$ cat src/rtl/manchester_serializer.sv
// Serializes one 16-symbol Manchester word MSB first, holding each half-bit symbol
// for CLKS_PER_HALFBIT clocks, then idles for GAP_HALFBITS half-bit periods.
module manchester_serializer #(
    parameter int unsigned CLKS_PER_HALFBIT = 4,
    parameter int unsigned GAP_HALFBITS     = 2,
    parameter logic        IDLE_LEVEL       = 1'b0
) (
    input  logic        clk,
    input  logic        rst_n,
    input  logic [15:0] word_in,
    input  logic        word_valid,
    output logic        word_ready,
    output logic        tx_out,
    output logic        busy,
    output logic        done
);

    typedef enum logic [1:0] {
        ST_IDLE = 2'd0,
        ST_SEND = 2'd1,
        ST_GAP  = 2'd2
    } state_t;

    localparam logic [7:0] CLK_MAX = 8'(CLKS_PER_HALFBIT - 1);
    localparam logic [3:0] GAP_MAX = 4'(GAP_HALFBITS - 1);

    state_t      state_q, state_d;
    logic [15:0] shreg_q, shreg_d;
    logic [7:0]  clk_cnt_q, clk_cnt_d;
    logic [3:0]  sym_cnt_q, sym_cnt_d;
    logic [3:0]  gap_cnt_q, gap_cnt_d;
    logic        tx_q, tx_d;
    logic        done_q, done_d;

    // Next-state and datapath decode for the IDLE/SEND/GAP sequence
    always_comb begin
        state_d   = state_q;
        shreg_d   = shreg_q;
        clk_cnt_d = clk_cnt_q;
        sym_cnt_d = sym_cnt_q;
        gap_cnt_d = gap_cnt_q;
        tx_d      = tx_q;
        done_d    = 1'b0;

        case (state_q)
            ST_IDLE: begin
                tx_d = IDLE_LEVEL;
                if (word_valid) begin
                    shreg_d   = word_in;
                    tx_d      = word_in[15];
                    clk_cnt_d = 8'd0;
                    sym_cnt_d = 4'd0;
                    gap_cnt_d = 4'd0;
                    state_d   = ST_SEND;
                end else begin
                    state_d = ST_IDLE;
                end
            end
            ST_SEND: begin
                if (clk_cnt_q == CLK_MAX) begin
                    clk_cnt_d = 8'd0;
                    if (sym_cnt_q != 4'd15) begin
                        shreg_d   = {shreg_q[14:0], 1'b0};
                        tx_d      = shreg_q[14];
                        sym_cnt_d = sym_cnt_q + 4'd1;
                    end else begin
                        // Last symbol period ends: stop before sym_cnt can wrap
                        done_d    = 1'b1;
                        tx_d      = IDLE_LEVEL;
                        shreg_d   = 16'd0;
                        sym_cnt_d = 4'd0;
                        gap_cnt_d = 4'd0;
                        if (GAP_HALFBITS == 0) begin
                            state_d = ST_IDLE;
                        end else begin
                            state_d = ST_GAP;
                        end
                    end
                end else begin
                    clk_cnt_d = clk_cnt_q + 8'd1;
                end
            end
            ST_GAP: begin
                tx_d = IDLE_LEVEL;
                if (clk_cnt_q == CLK_MAX) begin
                    clk_cnt_d = 8'd0;
                    if (gap_cnt_q == GAP_MAX) begin
                        gap_cnt_d = 4'd0;
                        state_d   = ST_IDLE;
                    end else begin
                        gap_cnt_d = gap_cnt_q + 4'd1;
                    end
                end else begin
                    clk_cnt_d = clk_cnt_q + 8'd1;
                end
            end
            default: begin
                tx_d    = IDLE_LEVEL;
                state_d = ST_IDLE;
            end
        endcase
    end

    // State and datapath registers with synchronous active-low reset
    always_ff @(posedge clk) begin
        if (!rst_n) begin
            state_q   <= ST_IDLE;
            shreg_q   <= 16'd0;
            clk_cnt_q <= 8'd0;
            sym_cnt_q <= 4'd0;
            gap_cnt_q <= 4'd0;
            tx_q      <= IDLE_LEVEL;
            done_q    <= 1'b0;
        end else begin
            state_q   <= state_d;
            shreg_q   <= shreg_d;
            clk_cnt_q <= clk_cnt_d;
            sym_cnt_q <= sym_cnt_d;
            gap_cnt_q <= gap_cnt_d;
            tx_q      <= tx_d;
            done_q    <= done_d;
        end
    end

    assign word_ready = (state_q == ST_IDLE);
    assign busy       = (state_q == ST_SEND) || (state_q == ST_GAP);
    assign tx_out     = tx_q;
    assign done       = done_q;

endmodule
$ cat config.mk
export PLATFORM = sky130hd
export DESIGN_NAME = manchester_serializer
export DESIGN_NICKNAME = d
export VERILOG_FILES = /design/src/rtl/manchester_serializer.sv
export SDC_FILE = /design/constraint.sdc
export NUM_CORES = 1
export LEC_CHECK = 0
export BUFFER_PORTS_ARGS = -buffer_cell sky130_fd_sc_hd__buf_2
export CORE_MARGIN = 4
export CORE_UTILIZATION = 35
export CTS_BUF_LIST = sky130_fd_sc_hd__clkbuf_4
export DETAILED_ROUTE_END_ITERATION = 7
export HOLD_SLACK_MARGIN = 0.06
export SLEW_MARGIN = 0
export SYNTH_ARGS = -nofsm -noshare
export SYNTH_HDL_FRONTEND = slang
export SYNTH_SLANG_ARGS = --single-unit
$ cat constraint.sdc
create_clock -name clk -period 4.4 [get_ports clk]
set_input_delay 0.88 -clock clk [delete_from_list [all_inputs] [get_ports clk]]
set_output_delay 0.88 -clock clk [all_outputs]
set_load 0.05 [all_outputs]
==> impl_metrics.toml, run 1 <==
[synth]
ys_ff_latch = 35
ys.flop_type = "dfxtp_1"
synth_fp_nets = 256
synth-edff-count = 0
synthCells = 229
synth_area_um2 = 1950
synth_cell_types = 45
yosys_warnings = 0
avgSynthCellArea_um2 = 8.53
synth-seq-area-share_pct = 35.9
async_flop_share_pct = 0

[die]
die_height_um = 82.7
floorplan.io_pins = 23
initial_utilization_pct = 37.1
coreArea_um2 = 5270
row_count = 26
die_w_um = 82.7
die_area_um2 = 6840

[pwr]
powerDensity_nw_per_um2 = 618
vdd_drop_max_uv = 153
leakage_nw = 0.780

[critical_path]
worstSetupEndpointType = "flop"
cp-start-kind = "flop"
arrival_ns = 2.83
setup.worst_path.end = "shreg_q[2]"
required_ns = 4.65
worstReg2RegStart = "state_q[0]"
cp_max_fo = 17
reg2reg_to = "shreg_q[2]"
setup.worst_path.start = "state_q[0]"
worstSetupPathType = "reg2reg"
r2r_cells = 6
rrSetupSlack_ns = 1.82

[worst_hold_path]
hold_depth = 2
hp-class = "reg2reg"

[detailed_routing]
drt_iter0_markers = 77
drtPass1Iterations = 4
detail_route.wl_per_cell_um = 14.2
postRouteAntennaNets = 0
drcViolationCount = 0
vias = 1754
totalWireLength_mm = 4.49
viasPerCell = 5.53

[run_status]
status = "completed"

[global_routing]
antenna_found_initial = 0
grt_pass1_wl_mm = 7.54
grt_use_total_pct = 14.3
grt_max_degree = 29
grt-ovfl-total = 0
first_global_vias = 1664

[timing]
worstMarginPinSlew_ns = 1.18
drv_slew = 0
min_period_ns = 2.58
finalSetupViolations = 0
fin_setup_tns_ns = 0
final.setup_skew_ns = 0.0108
rsz0062_at_grt = "false"
hold_viol_final = 0
min_period_over_period_pct = 58.6
whs_ns = 0.485
fmax_mhz = 388
slew_headroom_pct = 21.1

[flow_run]
drv_cap = 0

[cells_and_area]
layout-drive-gt1-share_pct = 16.6
diodes = 0
areaGrowthSynthToFinish_pct = 10.7
nets = 273
final_common_cell = "dfxtp_1"
mostFrequentLayoutCells = "dfxtp_1, a21oi_1, nand3_1"

[clocking]
cts_hold_buffers = 0
cts_root_buf = "clkbuf_4"
numClockSinks = 35
cts_resized = 0
cts_tree = "built"
insertion_delay_ns = 0.34
h-tree-depth = 2
post_cts_buffers = 0
clk_pin_slew_ns = 0.12
cts_buffer_depth = 2
tritoncts.num_buffers = 5

[place]
numPortBuffers = 22
place.gp.congestion = 0.755
dp_hpwl_mm = 3.01
cells by family (layout without fill, tap and decap cells):
kind of cell,count (synthesis),count (layout),share of synthesized area [%]
compound gates,65,65,24.3
buf+inv,19,37,4.10
mux,6,6,3.08
xor+xnor,3,3,1.35
fa+ha+maj,8,8,5.13
flops,35,35,35.9
simple gates,93,93,26.1
synth_stat cells (2+ instances only):
library cell | instances | area (um^2)
o32ai_1 | 2 | 17.5
nand2b_1 | 15 | 93.8
nand4_1 | 2 | 12.5
nand2_1 | 18 | 67.6
a22oi_1 | 2 | 15.0
nor2b_1 | 3 | 18.8
a22o_1 | 2 | 17.5
nor4_1 | 2 | 12.5
nand3b_1 | 4 | 30.0
a21boi_0 | 2 | 15.0
o21ai_0 | 5 | 25.0
nor2_1 | 12 | 45.0
o21ai_1 | 3 | 15.0
dfxtp_1 | 35 | 701
xnor2_1 | 3 | 26.3
inv_1 | 5 | 18.8
ha_1 | 8 | 100
clkbuf_1 | 12 | 45.0
a311oi_1 | 14 | 123
mux2i_1 | 6 | 60.1
or2_2 | 2 | 12.5
a21oi_1 | 24 | 120
a211o_1 | 2 | 17.5
nand3_1 | 23 | 115
or3_1 | 3 | 18.8
through the flow:
| stage | setup WS, ns | total power [mW] | area (um^2) | std cells | utilization [%] |
|---|---|---|---|---|---|
| floorplan | 2.08 | 1.01 | 1950 | 229 | - |
| global placement | 1.77 | 1.16 | 2100 | 309 | 39.9 |
| detailed placement | 1.75 | 1.16 | 2100 | 309 | 39.9 |
| CTS | 1.82 | 1.34 | 2160 | 317 | 41.0 |
| global route | 1.57 | 1.44 | 2160 | 317 | 41.0 |
| finish | 1.82 | 1.34 | 2160 | 317 | 41.0 |
where the power goes:
group | total (mW) | switching [mW] | internal, mW
registers | 0.463 | 0.0548 | 0.408
clock network | 0.181 | 0.114 | 0.0679
logic | 0.693 | 0.432 | 0.261
worst min-delay path by stage:
stage | startpoint | end | slack [ns]
after floorplan | clk_cnt_q[1] | clk_cnt_q[1] | 0.45
after global placement | clk_cnt_q[1] | clk_cnt_q[1] | 0.47
after detailed placement | shreg_q[0] | shreg_q[0] | 0.47
after CTS | shreg_q[0] | shreg_q[0] | 0.49
after global routing | clk_cnt_q[1] | clk_cnt_q[1] | 0.51
final | clk_cnt_q[1] | clk_cnt_q[1] | 0.48
per-layer routing:
layer | track usage [%] | wire [um]
met1 | 17.5 | 2190
met2 | 24.2 | 2130
met3 | 2.60 | 101
met4 | 6.70 | 73
met5 | 0 | 0
layout make-up:
type	instances	area [um^2]
Fill cell	575	3110
Multi-Input combinational cell	175	1170
Sequential cell	35	701
Timing Repair Buffer	24	125
Tap cell	70	87.6
Clock buffer	6	45.0
Inverter	5	18.8
Clock inverter	2	12.5
flip-flops by register name, summed over array words and instances, names as in the netlist:
signal and cells:
clk_cnt_q 8, done 1, gap_cnt_q 4, shreg_q 15, state_q 2, sym_cnt_q 4, tx_out 1
critical path, cell delays in order, from the launching register on:
cell      delay (ns)
dfxtp_1         0.40
inv_1           0.08
ha_1            0.31
nor2b_1         0.30
nor2_1          0.94
a21oi_1         0.17
a311oi_1        0.29
(Power assumes the default switching activity.)
==> inputs of run 2 (changes only) <==
Clock period 4.4 ns to 2.3 ns, I/O delays scaled along.
==> run 2 against run 1 <==
  * Combinational power increased by 100%
  * Via count rose by 1.0%
  * Register-to-register slack worse by 1.6 ns
  * Worst setup slack got worse by 1.6 ns
  * Clock skew increased by 0.00075 ns
  * Sequential share of layout area down 1.5 points
  * Largest cell class unchanged
  * Highest routed layer unchanged
==> impl_metrics.toml, run 2 (same netlist as run 1, synthesis figures left out) <==
[cells_and_area]
reg_top3 = "shreg_q: 15 flops, clk_cnt_q: 8 flops"
fill_cells = 550
largest_reg_flops = 15
post-route-cell-area_um2 = 2270
final_core_util_pct = 43.0
diodes = 0
regMostFlops = "shreg_q"
areaGrowthSynthToFinish_pct = 16.1
layout-drive-gt1-share_pct = 20.6
final_common_cell = "dfxtp_1"
multi_input_area_um2 = 1180
seq_area_um2 = 701
mostFrequentLayoutCells = "dfxtp_1, a21oi_1, nand3_1"
nets = 283

[pwr]
clkPwrFrac_pct = 16.5
p_int_mw = 1.58
pwr-share-seq_pct = 32.3
powerDensity_nw_per_um2 = 1210
switching_share_pct = 42.3
p_comb_share_pct = 51.2
leakage_nw = 0.844
p_sw_mw = 1.16
vdd_drop_max_uv = 389
p_total_mw = 2.74

[timing]
min_period_ns = 2.13
slew_headroom_pct = 47.4
fmax_mhz = 470
drv_slew = 0
final.setup_skew_ns = 0.0116
fin_setup_tns_ns = 0
rsz0062_at_grt = "false"
finalSetupViolations = 0
worstMarginPinSlew_ns = 0.787
min_period_over_period_pct = 92.5
hold_viol_final = 0

[critical_path]
worstSetupEndpointType = "flop"
cp_max_fo = 6
setup.worst_path.start = "clk_cnt_q[0]"
r2r_cells = 5
worstReg2RegStart = "clk_cnt_q[0]"
cp-start-kind = "flop"
reg2reg_to = "gap_cnt_q[2]"
rrSetupSlack_ns = 0.17
required_ns = 2.51
worstSetupPathType = "reg2reg"
setup.worst_path.end = "gap_cnt_q[2]"
arrival_ns = 2.33

[die]
coreArea_um2 = 5270
row_count = 26
floorplan.io_pins = 23
die_height_um = 82.7
die_w_um = 82.7
initial_utilization_pct = 37.1
die_area_um2 = 6840

[global_routing]
first_global_vias = 1694
grt_max_degree = 28
antenna_found_initial = 0
grt_use_total_pct = 14.5
grt_pass1_wl_mm = 7.76
grt-ovfl-total = 0

[detailed_routing]
detail_route.wl_per_cell_um = 13.6
vias = 1772
drtPass1Iterations = 4
totalWireLength_mm = 4.45
drt_iter0_markers = 131
postRouteAntennaNets = 0
viasPerCell = 5.42
drcViolationCount = 0

[place]
numPortBuffers = 22
place_area_um2 = 2180
dp_hpwl_mm = 3.01
place.gp.congestion = 0.746

[clocking]
tritoncts.num_buffers = 5
cts_tree = "built"
numClockSinks = 35
cts_root_buf = "clkbuf_4"
h-tree-depth = 2
cts_buffer_depth = 2
clk_pin_slew_ns = 0.12
insertion_delay_ns = 0.35

[run_status]
status = "completed"

[worst_hold_path]
hp-class = "in2reg"

[flow_run]
drv_cap = 0
## run 2: changes by cell type in the layout (fill, tap and decap cells not counted)
cell        before  now
buf_4            2   12
bufinv_16        0    1
clkbuf_4         6    5
nor2_2           0    1
clkinvlp_4       1    0
clkinv_4         0    1
or3_4            0    1
nor2_1          12   11
or3_1            3    2
## run 2: metrics by stage
step | hold slack, ns | instances | setup slack [ns]
finish | 0.369 | 327 | 0.173
global route | 0.367 | 327 | 0.0778
CTS | 0.358 | 327 | 0.0623
detailed placement | 0.470 | 319 | 0.106
global placement | 0.461 | 319 | 0.114
floorplan | 0.449 | 229 | 0.0589
## run 2: worst min path at each step
| stage | startpoint | slack [ns] | depth (start not counted) | endpoint |
|---|---|---|---|---|
| 2_1_floorplan | clk_cnt_q[1] | 0.45 | 2 | clk_cnt_q[1] |
| 5_1_grt | word_in[13] | 0.37 | 3 | shreg_q[13] |
| 3_3_place_gp | clk_cnt_q[1] | 0.46 | 2 | clk_cnt_q[1] |
| 6_report | word_in[3] | 0.37 | 3 | shreg_q[3] |
| 4_1_cts | word_in[1] | 0.36 | 3 | shreg_q[1] |
| 3_5_place_dp | clk_cnt_q[1] | 0.47 | 2 | clk_cnt_q[1] |
## run 2: metal layers
layer	global-route usage, %	vias up	share of wire [%]
li1	-	906	-
met1	18.2	833	47
met2	24.2	25	48
met3	2.49	8	2.9
met4	6.37	0	1.9
met5	0	-	0
## run 2: worst max-delay path, stage by stage (launching register included)
cell and delay [ns]:
dfxtp_1 0.38, ha_1 0.17, or4b_4 0.49, or3_4 0.47, a2111oi_4 0.36, o32ai_1 0.12
## run 2: repair_timing
action | in CTS | in global routing
gates resized for setup | 0 | 1
endpoints found under the setup margin | 0 | 2
hold buffers | 0 | 0
setup buffers | 0 | 0
## run 2: area by class of cell
class,count,share of cell area (%)
Multi-Input combinational cell,175,52.0
Clock inverter,3,1.93
Inverter,5,0.827
Timing Repair Buffer,34,8.83
Sequential cell,35,30.9
Tap cell,70,3.86
Clock buffer,5,1.65
## run 2: power groups by stage
stage               clock [mW]  combinational (mW)  sequential, mW
detailed placement           0                1.41           0.897
floorplan                    0                1.05           0.890
global placement             0                1.40           0.897
CTS                      0.467                1.42           0.883
finish                   0.451                1.40           0.885
global route             0.490                1.56           0.903
==> inputs of run 3 (changes only) <==
Settings changed: PLACE_DENSITY set to 0.54.
==> run 3 against run 2 <==
  * Worst hold slack gained 0.012 ns
  * Highest routed layer unchanged
  * Critical path depth is the same
  * Final area decreased by 1.4%
  * Register-to-register slack about the same
  * Global-route usage shrank 0.21 points
  * Non-clock buffer count fell by 1
  * Die area did not move
  * Combinational power about the same
  * Largest power group unchanged
  * Critical path type unchanged
  * Routed wire length up 2.5%
  * Total power down 3.7%
  * Maximum frequency down 0.40%
  * Worst setup slack got worse by 0.0086 ns
==> impl_metrics.toml, run 3 (same netlist as run 1, synthesis figures left out) <==
[detailed_routing]
postRouteAntennaNets = 0
totalWireLength_mm = 4.56
detail_route.wl_per_cell_um = 14.0
vias = 1756
drtPass1Iterations = 4
viasPerCell = 5.39
drt_iter0_markers = 100
drcViolationCount = 0

[pwr]
switching_share_pct = 43.9
clkPwrFrac_pct = 13.0
p_total_mw = 2.64
p_int_mw = 1.48
leakage_nw = 0.826
p_sw_mw = 1.16
powerDensity_nw_per_um2 = 1180
p_comb_share_pct = 53.5
pwr-share-seq_pct = 33.5
vdd_drop_max_uv = 396

[cells_and_area]
regMostFlops = "shreg_q"
mostFrequentLayoutCells = "dfxtp_1, a21oi_1, nand3_1"
nets = 282
final_common_cell = "dfxtp_1"
areaGrowthSynthToFinish_pct = 14.5
layout-drive-gt1-share_pct = 20.3
reg_top3 = "shreg_q: 15 flops, clk_cnt_q: 8 flops"
largest_reg_flops = 15
diodes = 0
fill_cells = 560

[die]
initial_utilization_pct = 37.1
die_area_um2 = 6840
coreArea_um2 = 5270
die_height_um = 82.7
die_w_um = 82.7
floorplan.io_pins = 23
row_count = 26

[timing]
min_period_over_period_pct = 92.8
worstMarginPinSlew_ns = 0.757
fin_setup_tns_ns = 0
slew_headroom_pct = 49.6
rsz0062_at_grt = "false"
min_period_ns = 2.14
final.setup_skew_ns = 0.0102
hold_viol_final = 0
fmax_mhz = 468
drv_slew = 0
finalSetupViolations = 0

[clocking]
cts_hold_buffers = 0
insertion_delay_ns = 0.34
cts_root_buf = "clkbuf_4"
cts_tree = "built"
numClockSinks = 35
tritoncts.num_buffers = 5
cts_buffer_depth = 2
post_cts_buffers = 0
h-tree-depth = 2
cts_resized = 0
clk_pin_slew_ns = 0.11

[worst_hold_path]
hp-class = "in2reg"

[critical_path]
worstSetupPathType = "reg2reg"
cp-start-kind = "flop"
cp_top_family = "simple AND/OR/NAND/NOR gates"
worstSetupEndpointType = "flop"
slowest_delay_ns = 0.49
cp_max_fo = 6
arrival_ns = 2.33
path_cells = "ha_1 -> or4b_4 -> or3_4 -> a2111oi_4 -> o32ai_1"
cp_slowest_cell = "or4b_4"
required_ns = 2.50
critPathBufInv = 0

[global_routing]
grt_use_total_pct = 14.3
grt_pass1_wl_mm = 7.60
antenna_found_initial = 0
grt-ovfl-total = 0
first_global_vias = 1660
grt_max_degree = 25

[flow_run]
drv_cap = 0

[place]
numPortBuffers = 22
place.gp.congestion = 0.741
dp_hpwl_mm = 3.11

[run_status]
status = "completed"
## run 3: cell type report
class	instances	area, um^2	area share (%)
clock buffer	6	45.0	2.01
inverter	5	18.8	0.839
multi-input combinational	175	1180	52.7
tap	70	87.6	3.91
clock inverter	2	12.5	0.559
timing repair buffer	33	193	8.61
sequential	35	701	31.3
## run 3: final timing paths
path	startpoint	end	slack, ns	depth (start not counted)
worst max-delay path	clk_cnt_q[0]	gap_cnt_q[2]	0.16	5
worst min-delay path	word_in[0]	shreg_q[0]	0.38	3
worst max register to register	clk_cnt_q[0]	gap_cnt_q[2]	0.16	5
worst min register to register	clk_cnt_q[1]	clk_cnt_q[1]	0.49	2
## run 3: power groups by stage
stage / logic, mW / registers [mW] / clock network, mW
global route: 1.55 / 0.904 / 0.388
floorplan: 1.05 / 0.890 / 0
CTS: 1.42 / 0.880 / 0.358
global placement: 1.41 / 0.897 / 0
detailed placement: 1.42 / 0.895 / 0
finish: 1.41 / 0.882 / 0.342
## run 3: per-layer routing
metal / vias up / global-route usage [%] / wire length (um)
met5: - / 0 / 0
met4: 0 / 5.07 / 65
met3: 5 / 3.80 / 172
met2: 20 / 23.6 / 2120
met1: 830 / 17.8 / 2200
li1: 901 / - / -
## run 3: worst min-delay path: stages
cell and delay [ns]:
buf_2 0.09, nand3b_1 0.07, a21oi_1 0.06
## run 3: metrics by stage
step           worst slack [ns]  hold WS [ns]  std cells  util (%)  instance area (um^2)
6_report                  0.165         0.380        326      42.5                  2240
3_5_place_dp             0.0599         0.470        318      41.3                  2170
4_1_cts                  0.0430         0.360        326      42.4                  2230
5_1_grt                  0.0357         0.362        326      42.5                  2240
2_1_floorplan            0.0589         0.449        229         -                  1960
3_3_place_gp              0.120         0.462        318      41.3                  2170
